===== config.mk =====
export PLATFORM = sky130hd
export DESIGN_NAME = key_scan_wb
export DESIGN_NICKNAME = d
export VERILOG_FILES = /design/src/rtl/key_scan_wb.sv
export SDC_FILE = /design/constraint.sdc
export NUM_CORES = 1
export LEC_CHECK = 0
export CAP_MARGIN = 5
export CORE_MARGIN = 2
export CORE_UTILIZATION = 40
export CTS_CLUSTER_SIZE = 12
export DETAILED_ROUTE_END_ITERATION = 10
export SLEW_MARGIN = 20
export SYNTH_ARGS = -nofsm -noshare
export SYNTH_HDL_FRONTEND = slang
export SYNTH_SLANG_ARGS = --single-unit
export TNS_END_PERCENT = 10

===== constraint.sdc =====
create_clock -name clk -period 6.9 [get_ports clk]
set_clock_uncertainty 0.2 [all_clocks]
set_input_delay 1.38 -clock clk [delete_from_list [all_inputs] [get_ports clk]]
set_output_delay 1.38 -clock clk [all_outputs]
set_load 0.03 [all_outputs]

===== src/rtl/key_scan_wb.sv =====
// rtl/key_scan_wb.sv - Wishbone 2x4 key matrix scanner with per-key debounce and edge interrupt
module key_scan_wb #(
  parameter int         PRESCALE  = 256,
  parameter logic [7:0] DIV_RESET = 8'd15,
  parameter logic [3:0] DEB_RESET = 4'd4
) (
  input  logic       clk,
  input  logic       rst,
  input  logic [3:0] wb_a,
  input  logic [7:0] wb_din,
  output logic [7:0] wb_dout,
  input  logic       wb_cyc,
  input  logic       wb_stb,
  input  logic       wb_we,
  output logic       wb_ack,
  output logic       wb_stall,
  input  logic [3:0] key_in,
  output logic [1:0] key_out,
  output logic [7:0] key,
  output logic       irq
);

  localparam int PW = (PRESCALE > 1) ? $clog2(PRESCALE) : 1;
  localparam logic [PW-1:0] PRE_LAST = PW'(PRESCALE - 1);

  typedef enum logic {COL0, COL1} scan_state_t;

  scan_state_t state, state_next;

  logic [3:0]      sync_a, sync_b;
  logic [PW-1:0]   pre_cnt;
  logic [7:0]      div_cnt;
  logic            pre_tick, scan_tick;
  logic [7:0]      scan_div;
  logic [3:0]      deb_len;
  logic [7:0]      key_edge;
  logic [7:0]      irq_en;
  logic [7:0][3:0] cnt, cnt_next;
  logic [7:0]      key_next, edge_set;
  logic            col_sel;
  logic            req, wr, wr_div;
  logic [7:0]      edge_clr, rdata;

  assign wb_stall = 1'b0;
  assign irq      = |(key_edge & irq_en);

  assign req      = wb_cyc & wb_stb & ~wb_ack;
  assign wr       = req & wb_we;
  assign wr_div   = wr && (wb_a == 4'h2);
  assign edge_clr = (wr && (wb_a == 4'h1)) ? wb_din : 8'h00;

  // Rows float high when idle, so the synchronizer starts out "no key"
  always_ff @(posedge clk or posedge rst) begin
    if (rst) begin
      sync_a <= 4'hF;
      sync_b <= 4'hF;
    end else begin
      sync_a <= key_in;
      sync_b <= sync_a;
    end
  end

  assign pre_tick  = (pre_cnt == PRE_LAST);
  assign scan_tick = pre_tick && (div_cnt == scan_div);

  always_ff @(posedge clk or posedge rst) begin
    if (rst) begin
      pre_cnt <= '0;
      div_cnt <= 8'h00;
    end else if (wr_div) begin
      pre_cnt <= '0;
      div_cnt <= 8'h00;
    end else if (pre_tick) begin
      pre_cnt <= '0;
      div_cnt <= (div_cnt == scan_div) ? 8'h00 : div_cnt + 8'h01;
    end else begin
      pre_cnt <= pre_cnt + PW'(1);
    end
  end

  always_ff @(posedge clk or posedge rst) begin
    if (rst) state <= COL0;
    else     state <= state_next;
  end

  always_comb begin
    state_next = state;
    key_out    = 2'b10;
    col_sel    = 1'b0;
    case (state)
      COL0: begin
        key_out = 2'b10;
        if (scan_tick) state_next = COL1;
      end
      COL1: begin
        key_out = 2'b01;
        col_sel = 1'b1;
        if (scan_tick) state_next = COL0;
      end
      default: state_next = COL0;
    endcase
  end

  // The driven column is sampled at the end of its tick period, then released
  logic [7:0] samp8;
  logic [7:0] col_hit;
  logic [4:0] cnt_sum;

  assign samp8   = {~sync_b, ~sync_b};
  assign col_hit = scan_tick ? (col_sel ? 8'hF0 : 8'h0F) : 8'h00;

  always_comb begin
    key_next = key;
    cnt_next = cnt;
    edge_set = 8'h00;
    cnt_sum  = 5'd0;
    for (int i = 0; i < 8; i++) begin
      cnt_sum = {1'b0, cnt[i]} + 5'd1;
      if (col_hit[i]) begin
        if (samp8[i] == key[i]) begin
          cnt_next[i] = 4'd0;
        end else if ((deb_len == 4'd0) || (cnt_sum >= {1'b0, deb_len})) begin
          key_next[i] = samp8[i];
          cnt_next[i] = 4'd0;
          edge_set[i] = samp8[i];
        end else begin
          cnt_next[i] = (cnt[i] == 4'hF) ? 4'hF : cnt_sum[3:0];
        end
      end
    end
  end

  always_ff @(posedge clk or posedge rst) begin
    if (rst) begin
      key      <= 8'h00;
      cnt      <= '0;
      key_edge <= 8'h00;
    end else begin
      key      <= key_next;
      cnt      <= cnt_next;
      key_edge <= (key_edge & ~edge_clr) | edge_set;
    end
  end

  always_comb begin
    rdata = 8'h00;
    case (wb_a)
      4'h0:    rdata = key;
      4'h1:    rdata = key_edge;
      4'h2:    rdata = scan_div;
      4'h3:    rdata = {4'h0, deb_len};
      4'h4:    rdata = irq_en;
      default: rdata = 8'h00;
    endcase
  end

  always_ff @(posedge clk or posedge rst) begin
    if (rst) begin
      wb_ack   <= 1'b0;
      wb_dout  <= 8'h00;
      scan_div <= DIV_RESET;
      deb_len  <= DEB_RESET;
      irq_en   <= 8'h00;
    end else begin
      wb_ack <= req;
      if (req && !wb_we) wb_dout <= rdata;
      if (wr) begin
        case (wb_a)
          4'h2:    scan_div <= wb_din;
          4'h3:    deb_len  <= wb_din[3:0];
          4'h4:    irq_en   <= wb_din;
          default: ;
        endcase
      end
    end
  end

endmodule


==> metrics.cfg <==
[synthesis]
ys_ff_latch=102
synth_warnings=0
netlist_area_um2=5940
syn-mean-instance-area_um2=10.1
synthesis.nets=650
synth_edf_count=0
ys.flop_type=dfrtp_1
synth_cell_type_count=56
async_flop_share_pct=100
seq_area_frac_synth_pct=43.3
netlist_instances=585

[routing]
drt-pass1-iter-count=4
wl_per_cell_um=17.0
ant_nets=0
drcViolationCount=0
drt-total-wl_mm=13.6
vias=4458
vias_per_cell=5.54
drt-initial-drc-count=293

[clock_tree]
post_cts_buffers=0
postCtsResizedCells=0
clock_path_buffers=2
tritoncts=done
clkLatencyLatePin_ps=350
hold_buffers=0
cts-root-buf=clkbuf_16
cts_buffers=9
htreeDepth=3
clk_pin_slew_worst_paths_ps=70
clock_sinks=102

[run]
drv_cap=0

[pwr]
report.power.total_mw=1.48
pwr_density_cell_nw_per_um2=218
vdd_drop_max_mv=0.130
power_leakage_nw=3.03

[sta]
fin_crit_ps=3830
finalMaxSlewViolations=0
post-route-period-util_pct=55.6
setup-tns-final_ps=0
setup_violations=0
slew_headroom_pct=46.9
tightest_slew_ps=789
max_freq_mhz=261
rsz0062_at_grt=false
hold_viol=0

[die]
start_util_pct=40.8
rows=44
die_h_um=126
core-area_um2=14500
ios=42
dieArea_um2=15800
die_x_um=126

[layout]
area_growth_syn_to_layout_pct=14.7
nets=681
multiInputGateArea_um2=3080
regArea_um2=2570
fillCellCount=1369
layout-drive-gt1-share_pct=9.50
layout_commonest_cell=dfrtp_1
num_antenna_cells=0
final_cell_mix=dfrtp_1 (89), nand2_1 (55), inv_1 (44), ha_1 (44), clkdlybuf4s50_1 (40)

[setup_path]
crit_path_end_kind=register
startpoint_type=input port
worst-path-max-fanout=16
crit_required_ps=6930
crit_arrival_ps=3860
crit_type=input port to register

[global_routing]
grt_use_total_pct=18.3
grt_pass1_vias=4579
antenna_found_initial=0
overflow=0
grt_max_degree=58
grt_pass1_wl_mm=23.4

[worst_hold_path]
hold_class=register to register

[placement]
io_buffers=40
place.gp.congestion=0.828
hpwl_mm=10.0

[status]
status=finished, final reports clean

[sequential cells by signal (all words and copies together), names as in the netlist]
signal,flops
wb_ack,1
cnt,32
scan_div,8
key,8
pre_cnt,8
state,1
irq_en,8
sync_b,4
wb_dout,8
deb_len,4
key_edge,8
sync_a,4
div_cnt,8
[critical path, stage by stage]
cell and delay, ps:
clkdlybuf4s50_1 760, nor4b_4 520, and2b_1 630, nor2_2 190, a22oi_1 260, o31ai_1 110
[power by group]
part | leakage, nW | switching (mW) | internal [mW] | total, mW
Clock | 0.166 | 0.228 | 0.365 | 0.594
Sequential | 1.31 | 0.0503 | 0.649 | 0.699
Combinational | 1.55 | 0.107 | 0.0852 | 0.192
Total | 3.03 | 0.385 | 1.10 | 1.48
[through the flow]
step	instance area [µm²]	setup slack (ps)	std cells	hold WS (ps)	util (%)
final	6810	3070	805	156	46.9
after global routing	6810	2860	805	160	46.9
after CTS	6810	3070	805	157	46.9
after detailed placement	6460	2700	789	147	44.5
after global placement	6460	2860	789	147	44.5
after floorplan	5940	2670	585	145	-
[cell families (layout without fill, tap and decap cells)]
logic type | after synthesis | count (layout) | share of synthesized area (%)
AO/OA/AOI/OAI | 137 | 137 | 15.8
XOR/XNOR | 37 | 37 | 5.46
adder cells (fa/ha/maj) | 44 | 44 | 9.27
buffers and inverters | 66 | 102 | 4.78
flip-flops | 102 | 102 | 43.3
multiplexers | 34 | 34 | 6.15
other | 1 | 1 | 0.0632
AND/OR/NAND/NOR | 164 | 164 | 15.2
[path summary, 6_finish.rpt]
kind | endpoint | slack, ps | startpoint | cells past startpoint
worst min-delay path | sync_b[1]$_DFF_PP1_ | 160 | sync_a[1]$_DFF_PP1_ | 0
worst min register to register | sync_b[1]$_DFF_PP1_ | 160 | sync_a[1]$_DFF_PP1_ | 0
worst max-delay path | div_cnt[6]$_DFFE_PP0P_ | 3070 | wb_a[1] | 6
worst max register to register | cnt[28]$_DFFE_PP0P_ | 3320 | div_cnt[5]$_DFFE_PP0P_ | 8
max in group asynchronous | cnt[0]$_DFFE_PP0P_ | 4140 | rst | 3
min in group asynchronous | deb_len[0]$_DFFE_PP0P_ | 1300 | rst | 2
[metal layers]
| metal | part of all wire, % | vias up | global-route usage [%] | routed length, µm |
|---|---|---|---|---|
| met5 | 0 | - | 0 | 0 |
| met1 | 48 | 2180 | 24.9 | 6510 |
| met3 | 3.6 | 16 | 3.53 | 493 |
| met4 | 1.4 | 0 | 5.43 | 196 |
| li1 | - | 2183 | - | - |
| met2 | 47 | 79 | 30.0 | 6450 |
[synth_stat cells (all sizes together), types with 6 or more instances]
master | instances | area [µm²]
nand3b | 6 | 45.0
mux2 | 20 | 225
nor2 | 29 | 111
xor2 | 26 | 228
ha | 44 | 551
nor2b | 9 | 56.3
a221oi | 8 | 70.1
buf | 10 | 73.8
inv | 45 | 169
a31oi | 18 | 113
o2bb2ai | 10 | 87.6
a22o | 6 | 52.6
xnor2 | 11 | 96.3
clkbuf | 11 | 41.3
o22ai | 12 | 75.1
o21ai | 38 | 190
nand4b | 8 | 70.1
mux2i | 14 | 140
and2 | 8 | 50.1
a21oi | 8 | 51.3
nand2 | 56 | 213
dfrtp | 89 | 2230
a22oi | 13 | 97.6
dfstp | 13 | 342
nand3 | 23 | 115
nand4bb | 6 | 67.6
[final cells by class]
class,instances,share of cell area (%)
Multi-Input combinational cell,417,45.3
Sequential cell,102,37.7
Timing Repair Buffer,41,5.99
Clock buffer,11,3.56
Tap cell,184,3.38
Inverter,45,2.52
Clock inverter,5,1.56
(Power assumes the default switching activity.)
